[src/rtl/sync_pkg.sv]
// Shared defaults and helpers for the sync_filter input conditioner.
package sync_pkg;

  localparam int SYNC_STAGES_DEF = 2;
  localparam int SYNC_FILTER_DEF = 4;

  // Filter counter width for a filter that needs n agreeing samples.
  function automatic int filt_cnt_w(input int n);
    return $clog2(n) + 1;
  endfunction

endpackage

[src/rtl/glitch_filter.sv]
// Single-channel glitch filter: accepts a new level only after FILTER_CYCLES
// consecutive disagreeing samples, and strobes rise/fall on acceptance.
module glitch_filter
  import sync_pkg::*;
#(
  parameter int FILTER_CYCLES = SYNC_FILTER_DEF
) (
  input  logic clk,
  input  logic rst,
  input  logic rst_val,
  input  logic d,
  output logic q,
  output logic rise,
  output logic fall
);

  localparam int CW = filt_cnt_w(FILTER_CYCLES);
  localparam logic [CW-1:0] LAST = CW'(FILTER_CYCLES - 1);

  if (FILTER_CYCLES < 1) begin : g_bad_cycles
    $error("glitch_filter: FILTER_CYCLES must be >= 1");
  end

  logic [CW-1:0] cnt;

  always_ff @(posedge clk) begin
    if (rst) begin
      q    <= rst_val;
      cnt  <= '0;
      rise <= 1'b0;
      fall <= 1'b0;
    end else begin
      rise <= 1'b0;
      fall <= 1'b0;
      if (d == q) begin
        cnt <= '0;
      end else if (cnt == LAST) begin
        q    <= d;
        cnt  <= '0;
        rise <= d;
        fall <= ~d;
      end else begin
        cnt <= cnt + CW'(1);
      end
    end
  end

endmodule

[src/rtl/sync_filter.sv]
// Multi-channel synchronizer with optional per-channel glitch filter
// (enabled by defining SYNC_FILTER_EN) and registered rise/fall strobes.
module sync_filter
  import sync_pkg::*;
#(
  parameter int               WIDTH         = 4,
  parameter int               STAGES        = SYNC_STAGES_DEF,
  parameter int               FILTER_CYCLES = SYNC_FILTER_DEF,
  parameter logic [WIDTH-1:0] RST_VAL       = '1
) (
  input  logic             clk,
  input  logic             rst,
  input  logic [WIDTH-1:0] din,
  output logic [WIDTH-1:0] dout,
  output logic [WIDTH-1:0] rise,
  output logic [WIDTH-1:0] fall
);

  if (STAGES < 2) begin : g_bad_stages
    $error("sync_filter: STAGES must be >= 2");
  end
  if (FILTER_CYCLES < 1) begin : g_bad_cycles
    $error("sync_filter: FILTER_CYCLES must be >= 1");
  end

`ifdef SYNC_FILTER_EN
  localparam int NSYNC = STAGES;
`else
  // Without the filter the dout register is itself the last sync stage,
  // giving a latency of exactly STAGES cycles.
  localparam int NSYNC = STAGES - 1;
`endif

  logic [WIDTH-1:0] sync_q [NSYNC];
  logic [WIDTH-1:0] sync_out;

  always_ff @(posedge clk) begin
    if (rst) begin
      for (int unsigned k = 0; k < NSYNC; k++) sync_q[k] <= RST_VAL;
    end else begin
      sync_q[0] <= din;
      for (int unsigned k = 1; k < NSYNC; k++) sync_q[k] <= sync_q[k-1];
    end
  end

  assign sync_out = sync_q[NSYNC-1];

  for (genvar i = 0; i < WIDTH; i++) begin : g_ch
`ifdef SYNC_FILTER_EN
    glitch_filter #(
      .FILTER_CYCLES(FILTER_CYCLES)
    ) u_filt (
      .clk     (clk),
      .rst     (rst),
      .rst_val (RST_VAL[i]),
      .d       (sync_out[i]),
      .q       (dout[i]),
      .rise    (rise[i]),
      .fall    (fall[i])
    );
`else
    always_ff @(posedge clk) begin
      if (rst) begin
        dout[i] <= RST_VAL[i];
        rise[i] <= 1'b0;
        fall[i] <= 1'b0;
      end else begin
        dout[i] <= sync_out[i];
        rise[i] <= sync_out[i] & ~dout[i];
        fall[i] <= ~sync_out[i] & dout[i];
      end
    end
`endif
  end

endmodule

[config.mk]
export PLATFORM = sky130hd
export DESIGN_NAME = sync_filter
export DESIGN_NICKNAME = d
export VERILOG_FILES = /design/src/rtl/sync_pkg.sv /design/src/rtl/glitch_filter.sv /design/src/rtl/sync_filter.sv
export SDC_FILE = /design/constraint.sdc
export NUM_CORES = 1
export LEC_CHECK = 0
export ABC_AREA = 1
export CORE_AREA = 2 2 39 41
export DETAILED_ROUTE_END_ITERATION = 8
export DIE_AREA = 0 0 41 43
export GPL_ROUTABILITY_DRIVEN = 1
export PLACE_DENSITY = 0.7
export SYNTH_ARGS = -nofsm -noshare
export SYNTH_HDL_FRONTEND = slang
export SYNTH_SLANG_ARGS = --single-unit
[constraint.sdc]
create_clock -name clk -period 0.9 [get_ports clk]
set_clock_uncertainty 0.05 [all_clocks]
set_input_delay 0.09 -clock clk [delete_from_list [all_inputs] [get_ports clk]]
set_output_delay 0.09 -clock clk [all_outputs]
set_load 0.01 [all_outputs]
==> summary.md, run 1 <==
| Metric | Value |
|---|---|
| XOR/XNOR share of the synthesized area | `0` |
| Mux contribution to synthesized area | `0` |
| IO buf count | `17` |
| Share of cells above drive strength 1 | `0.357` |
| Overflow after GRT | `0` |
| Status | `complete, no violations` |
| CP max-delay cell | `dfxtp_2` |
| Synth Cell Area | `453 sq um` |
| Startpoint Class | `flop` |
| Syn. warnings | `0` |
| Largest net degree at the start of global routing | `10` |
| Fin. max-slew vios | `0` |
| Number of flops mapped to enable cells by yosys | `0` |
| Vias in the first global route | `294` |
| Ranking of synthesized cells by area | `dfxtp_1, nand2_1, nor2_1, or2_1, inv_1` |
| Fraction of the mapped netlist area in adder cells | `0` |
| CTS Buffer Depth | `2` |
| Worst-margin pin slew | `0.0946 ns` |
| Reg-to-reg startpoint | `dout[3]` |
| Final Cycle Share | `0.956` |
| Final Setup Violations | `0` |
| Synthesized Nets | `52` |
| P_leak | `0.322 nW` |
| Die X | `41 um` |
| Die area | `1760 sq um` |
| Share of the synthesized area in the top cell type | `0.707` |
| I/O pins | `18` |
| Area Growth Syn to Fin | `40.6%` |
| Worst path required time | `0.76 ns` |
| Share of flip-flops with an asynchronous set or reset | `0` |
| Synth Area in Compound Gates | `0` |
| Post-Syn Instances | `46` |
| Syn Area/Cell | `9.85 sq um` |
| Core area | `1380 sq um` |
| Combinational family with the most area after synthesis | `simple AND/OR/NAND/NOR gates` |
| WHS | `0.319 ns` |
| DR vias | `340` |
| H-tree depth | `1` |
| Max incr delay on CP | `0.32 ns` |
| Register clock-pin slew on the reported worst setup and hold paths | `0.08 ns` |
| Fmax | `1160 MHz` |
| Max_cap viols | `0` |
| Total wire length | `686 um` |
| Sequential element share of the synthesized area | `0.707` |
| Critical path startpoint | `dout[3]` |
| Worst path bufs/invs | `1` |
| Gr usage total | `0.0985` |
| M2 GR Usage | `0.122` |
| Levels on crit path | `1` |
| Crit Path Class | `flop to primary output` |
| Clk Latency, worst-skew pair | `0.27 ns` |
| Final nets | `78` |
| Peak supply drop | `802 uV` |
| Worst EP arrival | `0.72 ns` |
| Global routing's busiest layer | `met1` |
| Flops & latches, synth | `16` |
| Avg WL per Cell | `7.98 um` |
| FF-to-FF setup slack | `0.21 ns` |
| HPWL after DPL | `526 um` |
| GP Congestion | `0.648` |
| CTS tree | `built` |
| Post-route ant nets | `0` |
| Hold Fails Final Rpt | `0` |
| Critical path capture point type | `primary output` |
| Final instance area | `637 sq um` |
| Yosys top cell by area | `dfxtp_1` |
| CTS buffer count | `3` |
| Met3 Use GR | `0.0314` |
| Cell Pwr Density | `1880 nW/um^2` |
| Worst setup endpoint | `dout[3]` |
| Slew headroom | `0.937` |
| GRT met1 Usage | `0.153` |
| Die Ht | `43 um` |
| R2R cell count | `3` |
| FF-to-FF End | `fall[3]` |
| Worst min-delay path category | `input pin to flop` |
| Starting Density | `0.327` |
| Overall Power | `0.00120 W` |
| RSZ-0062 raised after global routing | `no` |
| Post-place instance area | `669 sq um` |
| N_diodes | `0` |
| DRT iter0 DRCs | `0` |
| Final core utilization | `0.460` |
| Vias per Instance | `3.95` |
| Antenna violations before repair | `0` |
| Most common cell in the synthesized netlist | `dfxtp_1` |
| Row count | `14` |
| Fraction of the mapped netlist area in simple logic gates | `0.221` |
| Root buffer cell | `clkbuf_4` |
| Crit-path max FO | `2` |
| Top_reg_cell synth | `dfxtp_1` |
| Post-CTS Setup Inserts | `0` |
| Post-synth top cells | `dfxtp_1, nand2_1, nor2_1, inv_1, or2_1` |
| Synth cell types | `7` |
| Clock sink count | `16` |
| First-pass GRT wire length | `1180 um` |
| Delay-heaviest family, CP | `flip-flops` |
| Worst path cell trace | `buf_2` |
| Residual DRC count | `0` |
| Min Clock Period, post-route | `0.860 ns` |
| DRT Pass-1 Iters | `1` |
-- registers in the layout, indices dropped and copies added (netlist names) --
register	flops
dout	4
fall	4
rise	4
sync_q	4
-- how the worst min path moves through the flow --
stage	start	endpoint	slack, ns	cells after the start
final	din[1]	sync_q[0][1]	0.32	2
after global routing	din[3]	sync_q[0][3]	0.33	2
after CTS	din[3]	sync_q[0][3]	0.32	2
after detailed placement	sync_q[0][0]	rise[0]	0.38	2
after global placement	sync_q[0][0]	rise[0]	0.37	2
after floorplan	din[0]	sync_q[0][0]	0.14	1
-- cell families (layout without fill, tap and decap cells) --
family / after synthesis / after routing
and+or+nand+nor: 24 / 24
buffers and inverters: 6 / 30
DFF: 16 / 16
-- cells in the final DEF (no fill, tap or decap), drive strengths merged --
cell / count
dfxtp: 16
or2: 4
nor2: 8
inv: 5
buf: 17
clkbuf: 3
clkdlybuf4s50: 5
nand2: 12
-- power breakdown --
part / switching (W) / leakage [nW] / internal (W) / total [W]
sequential: 0.00000996 / 0.130 / 0.000737 / 0.000747
combinational: 0.0000458 / 0.178 / 0.0000554 / 0.000101
clock: 0.000194 / 0.0138 / 0.000155 / 0.000348
-- metal layers --
metal  share of wire  wire length (um)
met3           0.099                68
met1            0.43               293
met5               0                 0
met2            0.47               324
met4               0                 0
-- cell type report --
class / instances / area, sq um
clock buffer: 3 / 22.5
fill: 154 / 747
inverter: 5 / 21.3
multi-input combinational: 24 / 100
sequential: 16 / 325
tap: 16 / 20.0
timing repair buffer: 22 / 148
-- repair_timing --
action                                  CTS  global route
endpoints found under the setup margin   12             0
hold endpoints to repair                  0             0
hold buffers                              0             0
resized for setup                        52             0
-- per-stage QoR --
step           cells  TNS (ns)  worst slack [ns]
3_3_place_gp      83     -1.87            -0.132
3_5_place_dp      83     -2.15            -0.150
4_1_cts           86         0            0.0308
2_1_floorplan     46         0             0.292
5_1_grt           86         0           0.00546
6_report          86         0            0.0398
(Power assumes the default switching activity.)
==> inputs of run 2 (changes only) <==
CAP_MARGIN = 20   (was default)
==> results of run 2 <==
Same layout as run 1: the final DEF is identical, and so are final timing and power.
